`config.mk`:
```
export PLATFORM = sky130hd
export DESIGN_NAME = alu_exec_unit
export DESIGN_NICKNAME = d
export VERILOG_FILES = /design/src/rtl/alu_exec_unit.sv
export SDC_FILE = /design/constraint.sdc
export NUM_CORES = 1
export LEC_CHECK = 0
export CORE_MARGIN = 3
export CORE_UTILIZATION = 25
export CTS_CLUSTER_DIAMETER = 50
export CTS_CLUSTER_SIZE = 16
export DETAILED_ROUTE_END_ITERATION = 16
export SYNTH_ARGS = -nofsm -noshare
export SYNTH_HDL_FRONTEND = slang
export SYNTH_SLANG_ARGS = --single-unit
export TNS_END_PERCENT = 5
```
`constraint.sdc`:
```
create_clock -name clk -period 4.9 [get_ports clk]
set_clock_uncertainty 0.2 [all_clocks]
set_input_delay 0.98 -clock clk [delete_from_list [all_inputs] [get_ports clk]]
set_output_delay 0.98 -clock clk [all_outputs]
set_load 0.02 [all_outputs]
```
`src/rtl/alu_exec_unit.sv`:
```
// Execute-stage ALU with valid/ready handshakes on both sides.
// Single-cycle ADD/SUB/AND/OR/XOR and an iterative DATA_W-cycle shift-add MUL.
module alu_exec_unit #(
    parameter int DATA_W = 32
) (
    input  logic              clk,
    input  logic              reset,
    input  logic              in_valid,
    output logic              in_ready,
    input  logic [3:0]        alu_control,
    input  logic [DATA_W-1:0] op_a,
    input  logic [DATA_W-1:0] op_b,
    output logic              out_valid,
    input  logic              out_ready,
    output logic [DATA_W-1:0] result,
    output logic              zero,
    output logic              overflow,
    output logic              illegal
);

    localparam int CNT_W = (DATA_W > 1) ? $clog2(DATA_W) : 1;

    localparam logic [1:0] ST_IDLE = 2'd0;
    localparam logic [1:0] ST_MUL  = 2'd1;
    localparam logic [1:0] ST_DONE = 2'd2;

    localparam logic [3:0] OP_ADD = 4'h0;
    localparam logic [3:0] OP_SUB = 4'h1;
    localparam logic [3:0] OP_MUL = 4'h2;
    localparam logic [3:0] OP_AND = 4'h3;
    localparam logic [3:0] OP_OR  = 4'h4;
    localparam logic [3:0] OP_XOR = 4'h5;

    logic [1:0]        state;
    logic [DATA_W-1:0] mcand;
    logic [DATA_W-1:0] mplier;
    logic [DATA_W-1:0] acc;
    logic [CNT_W-1:0]  count;
    logic [DATA_W-1:0] acc_next;
    logic              accept;

    logic [DATA_W-1:0] alu_res;
    logic              alu_ovf;
    logic              alu_ill;

    // DONE can hand its result over and take a new operation on the same edge.
    assign in_ready = (state == ST_IDLE) | ((state == ST_DONE) & out_ready);
    assign accept   = in_valid & in_ready;
    assign acc_next = mplier[0] ? (acc + mcand) : acc;

    // NOTE: every output gets a default before the case so no latch is inferred.
    always_comb begin
        alu_res = '0;
        alu_ovf = 1'b0;
        alu_ill = 1'b0;
        case (alu_control)
            OP_ADD: begin
                alu_res = op_a + op_b;
                alu_ovf = (op_a[DATA_W-1] == op_b[DATA_W-1]) &&
                          (alu_res[DATA_W-1] != op_a[DATA_W-1]);
            end
            OP_SUB: begin
                alu_res = op_a - op_b;
                alu_ovf = (op_a[DATA_W-1] != op_b[DATA_W-1]) &&
                          (alu_res[DATA_W-1] != op_a[DATA_W-1]);
            end
            OP_MUL: alu_res = '0;
            OP_AND: alu_res = op_a & op_b;
            OP_OR:  alu_res = op_a | op_b;
            OP_XOR: alu_res = op_a ^ op_b;
            default: alu_ill = 1'b1;
        endcase
    end

    // NOTE: sequential state uses non-blocking assignments so all registers
    // update together from pre-edge values.
    always_ff @(posedge clk) begin
        if (reset) begin
            state     <= ST_IDLE;
            out_valid <= 1'b0;
            result    <= '0;
            zero      <= 1'b0;
            overflow  <= 1'b0;
            illegal   <= 1'b0;
            mcand     <= '0;
            mplier    <= '0;
            acc       <= '0;
            count     <= '0;
        end else begin
            case (state)
                ST_IDLE, ST_DONE: begin
                    if (accept) begin
                        if (alu_control == OP_MUL) begin
                            mcand     <= op_a;
                            mplier    <= op_b;
                            acc       <= '0;
                            count     <= '0;
                            out_valid <= 1'b0;
                            state     <= ST_MUL;
                        end else begin
                            result    <= alu_res;
                            zero      <= (alu_res == '0);
                            overflow  <= alu_ovf;
                            illegal   <= alu_ill;
                            out_valid <= 1'b1;
                            state     <= ST_DONE;
                        end
                    end else if ((state == ST_DONE) && out_ready) begin
                        out_valid <= 1'b0;
                        state     <= ST_IDLE;
                    end
                end
                ST_MUL: begin
                    acc    <= acc_next;
                    mcand  <= mcand << 1;
                    mplier <= mplier >> 1;
                    count  <= count + CNT_W'(1);
                    // Last iteration: publish the accumulator including this step's add.
                    if (count == CNT_W'(DATA_W - 1)) begin
                        result    <= acc_next;
                        zero      <= (acc_next == '0);
                        overflow  <= 1'b0;
                        illegal   <= 1'b0;
                        out_valid <= 1'b1;
                        state     <= ST_DONE;
                    end
                end
                default: begin
                    out_valid <= 1'b0;
                    state     <= ST_IDLE;
                end
            endcase
        end
    end

endmodule

```
## Word-level counts from Yosys, hierarchy flattened

Cells that the tools add are included.

- Word-level logic and storage cells: 91
- Input port bits: 72
- Output and inout port bits: 37
- Register bits after elaboration: 139

- $add $sub $neg: 4
- Equal/unequal tests: 17
- Reduce and logical (&&, ||, !) cells: 13
- Multiplexer cells: 41
- Bitwise gates (word level): 6

Operators by type and width:

| cell | count |
|---|---|
| 32-bit 2-to-1 mux | 10 |
| 32-bit case mux with 2 select lines | 4 |
| 32-bit case mux with 5 select lines | 1 |
| 32-bit adder | 2 |
| 32-bit logical NOT | 2 |
| 32-bit bitwise AND | 1 |
| 32-bit bitwise OR | 1 |
| 32-bit subtractor | 1 |
| 32-bit bitwise XOR | 1 |
| 1-bit 2-to-1 mux | 13 |
| 5-bit 2-to-1 mux | 2 |
| 1-bit case mux with 2 select lines | 5 |
| 5-bit case mux with 2 select lines | 1 |
| 4-bit by 2-bit == test with 1-bit output, second input constant | 2 |
| 4-bit by 3-bit == test with 1-bit output, second input constant | 2 |
| 2-bit 2-to-1 mux | 4 |
| 2-bit != test, second input constant | 4 |
| 5-bit by 1-bit adder with 5-bit output, second input constant | 1 |
| 5-bit == test, second input constant | 1 |
| 5-bit OR reduction | 1 |
| 4-bit by 1-bit == test with 1-bit output, second input constant | 1 |
| 4-bit logical NOT | 1 |
| 2-bit case mux with 2 select lines | 1 |
| 4-bit AND reduction | 1 |
| 13 further kinds | 18 |

## Logic depth before layout (Yosys ltp)

- Depth after elaboration: 7
- Gate-level depth with buffers: 15
- Depth with buffers taken out: 15

## Least setup slack after synthesis

OpenSTA, ideal clock, no wires.

- Path kind: input-to-reg
- Start point: in op_a[0]
- End point: reg zero
- Library setup time: 87 ps
- Data arrival time: 3845 ps
- Required time: 4613 ps
- Setup slack: 768 ps
- Buffers on the path: 0
- Cell stages on the path: 15
- Path through: inv_1 > ha_1 > inv_1 > fa_1 > nor2b_1 > o311ai_1 > a2111oi_0 > nor3b_1 > a211o_1 > a21boi_0 > nor2_1 > or3b_1 > nor4_2 > nand4_1 > o31ai_1

- Longest elaborated chain between the ends: 6
- Elaborated cells on any way between the ends: 10
- Those cells by class: add/sub (2); mux (4); bitwise (3); reduce/logical (1)

RTL lines:

| what | RTL line | RTL |
|---|---|---|
| from (decl) | 11 | `input logic [DATA_W-1:0] op_a,` |
| 32-bit subtractor (tied with other cells) | 63 | `alu_res = op_a - op_b;` |
| 32-bit case mux with 5 select lines * | 56 | `case (alu_control)` |
| 32-bit logical NOT * | 102 | `zero <= (alu_res == '0);` |
| 1-bit 2-to-1 mux * | 93 | `if (alu_control == OP_MUL) begin` |
| 1-bit 2-to-1 mux * | 92 | `if (accept) begin` |
| 1-bit case mux with 2 select lines * | 90 | `case (state)` |
| to (signal assigned) | 102 |  |
| to (signal assigned) | 121 | `zero <= (acc_next == '0);` |
| to (decl) | 16 | `output logic zero,` |

Mark *: on every way between the ends. The rest lies on a longest branch, timed or not. The select of a mux whose other input is x is not followed.
A chain may end at the register's enable or synchronous reset.

## Worst setup path in the final report

Ends and elaborated chain as after synthesis.

==> results.yml <==
finish:
  multi_input_comb_area_sq_mm: 0.0102
  fillers: 5837
  post_layout_nonfiller_instances: 2936
  finalNetCount: 2437
  ff_latch_area_sq_mm: 0.00276
  area_growth_pct: 30.0
  post_route_cells_drive_above_1_share: 0.152
critical_path:
  r2r.worst_path.cells: 13
  setup.worst_path.end_class: "flip-flop"
  crit_slowest_cell: "sky130_fd_sc_hd__a222oi_1"
  critical_path.max_fanout: 6
  worst-endpoint-required_ns: 5.09
  timing.critical_path.arrival_ns: 4.86
  slowest_delay_ns: 0.52
  r2r_slack_ns: 0.52
  critical-path-top-delay-family: "compound AO/OA/AOI/OAI gates"
  crit_path_start_kind: "input pin"
  critical_path_class: "in2reg"
  critPathBufInv: 5
  worst_r2r_startpoint: "mcand[0]"
  timing.critical_path.cells: "clkdlybuf4s50_1, inv_1, ha_1, inv_1, fa_1, nor2b_1, o311ai_2, a31oi_1, buf_4, a21boi_0, o31ai_1, a222oi_1, buf_4, o2111ai_1, nor3_1, nand4_1, o31ai_1"
  reg_to_reg_critical_path_endpoint: "zero"
power_and_ir_drop:
  p_leak_nw: 7.39
  pwr_cell_area_mw_per_mm2: 217
  ir_worst_vdd_v: 0.000281
  totalPowerFinal_mw: 3.89
timing:
  timing.fmax_ghz: 0.214
  finalHoldViolCount: 0
  min_period_ns: 4.68
  fin_setup_tns_ns: 0
  tightest_slew_ns: 1.07
  slew_headroom: 0.286
  drv_slew: 0
  setup_viol: 0
  post-route-period-util: 0.955
grt:
  pin_count_of_the_biggest_net_entering_global_routing: 94
  grt_antenna_before_repair: 1
  grt_use_met2: 0.322
  number_of_global_route_vias_before_repair: 15200
  globalRouteOverflowTotal: 0
  grt.met1_usage: 0.296
  grt_util_met3: 0.0313
  grt_first_pass_wirelength_mm: 92.4
  busiest_layer: "met2"
  track_usage: 0.207
yosys:
  synthTopCellsByCount: "267 x sky130_fd_sc_hd__nand2_1, 239 x sky130_fd_sc_hd__nor2_1, 192 x sky130_fd_sc_hd__a21oi_1"
  synth_most_common_cell: "sky130_fd_sc_hd__nand2_1"
  postSynth.asyncResetShare: 0
  combined_area_of_all_synthesized_cells_sq_mm: 0.0138
  edff_count_synth: 0
  synthesis.nets: 2188
  synthDistinctLibCells: 92
  netlist.area_leader.share: 0.200
  post_synth_main_area_contributors: "sky130_fd_sc_hd__dfxtp_1 20%, sky130_fd_sc_hd__ha_1 12%, sky130_fd_sc_hd__nand2_1 7.3%"
  synth_largest_area_cell: "sky130_fd_sc_hd__dfxtp_1"
  ys_warn_count: 0
  ys_dominant_reg_cell: "sky130_fd_sc_hd__dfxtp_1"
  syn_avg_cell_area_sq_um: 6.98
  synth-seq-cells: 138
  synthCells: 1977
  synth_seq_area_share: 0.200
clocking:
  clk_root_buffer_cell: "sky130_fd_sc_hd__clkbuf_16"
  cts-buffers-inserted: 17
  ctsLongestPathBuffers: 2
  clock_insertion_delay_worst_skew_ns: 0.47
  cts.sink_count: 138
  cts_max_level: 4
  cts_hold_bufs: 0
  cts_tree: "yes"
  clk_transition_reported_paths_ns: 0.07
route:
  post-route-drc-count: 0
  drt_first_pass_iters: 6
  via_per_inst: 5.46
  drt-wirelength-per-cell_um: 20.8
  drt.antenna.violating_nets: 0
  totalWireLength_mm: 60.9
  drt_iter0_drc: 1598
  vias: 16000
hold_path:
  min_delay_path_depth: 2
  hold_path.class: "reg2reg"
  critical_hold_path_startpoint: "result[12]"
  whs_endpoint: "result[12]"
die:
  die_height_um: 241
  core-area_sq_mm: 0.0542
  ios: 109
  dieArea_sq_mm: 0.0580
  overall_die_width_um: 241
  floorplan_row_count: 85
  initial_core_util: 0.254
outcome:
  result_of_the_run: "completed"
placement:
  globalplace.congestion: 0.951
  dp_hpwl_mm: 47.8
  port_buffers: 108
  number_of_cells_after_detailed_placement: 2901
flow_run:
  max_cap_viol_count: 0
-- layout make-up --
class	count	area share
Timing Repair Buffer	366	0.171
Clock inverter	13	0.0107
Tap cell	696	0.0485
Sequential cell	138	0.154
Inverter	111	0.0232
Clock buffer	18	0.0239
Antenna cell	2	0.000279
Multi-Input combinational cell	1592	0.568
-- where the power goes --
group          total, mW  internal, mW  switching (mW)
clock network       1.44         0.853           0.586
registers           1.18          1.15          0.0300
logic               1.27         0.545           0.722
-- metrics by stage --
stage               hold WS [ns]  utilization  worst slack (ns)  area, sq um
global placement           0.242        0.318            -0.797        17200
CTS                        0.262        0.330            0.0555        17900
floorplan                  0.244            -             0.768        13800
detailed placement         0.252        0.318            -0.847        17200
global route               0.284        0.331           -0.0297        17900
finish                     0.253        0.331             0.222        17900
-- tightest hold or removal path, stage by stage (launching register included) --
cell and delay [ns]:
sky130_fd_sc_hd__dfxtp_1 0.31, sky130_fd_sc_hd__nand2_1 0.05, sky130_fd_sc_hd__a21oi_1 0.05
-- placed cells by master (no fill, tap or decap), drive strengths merged, types with 11 or more instances in the layout --
master	count
nand2	267
buf	259
nor2	240
a21oi	193
dfxtp	138
ha	136
inv	113
clkdlybuf4s50	107
o21ai	106
a311oi	70
nor3	48
nand3	38
a211oi	26
a21o	25
a31oi	25
nand4	24
nand2b	24
o21a	20
nor2b	20
o211ai	19
xnor2	19
and3	19
mux2i	18
clkbuf	18
nor4	17
o31ai	15
and2	13
o21bai	12
a2111oi	12
or3	11
-- timing repair --
action	in CTS	in global routing
setup buffers	0	2
pin swaps	0	2
gates resized for setup	2	11
setup endpoints to repair	4	8
-- state kept, by name, indices dropped and copies added (netlist names) --
signal and cells:
zero 1, mplier 32, illegal 1, mcand 32, acc 32, overflow 1, result 32, count 5
state 2
-- layer usage --
layer  share of wire  up-vias
met5               0        -
met4           0.023        0
met3           0.072       68
met2            0.43      640
met1            0.47     7646
li1                -     7664
-- worst max-delay path by stage --
stage                 start       end  slack, ns  cells after the start
finish              op_a[0]      zero       0.22                     17
global route        op_a[0]      zero      -0.03                     15
CTS                 op_a[0]  overflow       0.06                     17
detailed placement  op_b[1]      zero      -0.85                     14
global placement    op_b[3]      zero      -0.80                     14
floorplan           op_a[0]      zero       0.77                     15
-- cell families after synthesis --
| kind of cell | synth area share |
|---|---|
| and+or+nand+nor | 0.258 |
| AOI/OAI and AO/OA | 0.312 |
| muxes | 0.0155 |
| buffers and inverters | 0.0690 |
| DFF | 0.200 |
| xor gates and xnor gates | 0.0171 |
| adders and majority gates | 0.128 |
Note: power is estimated with default switching activity, not from simulation.
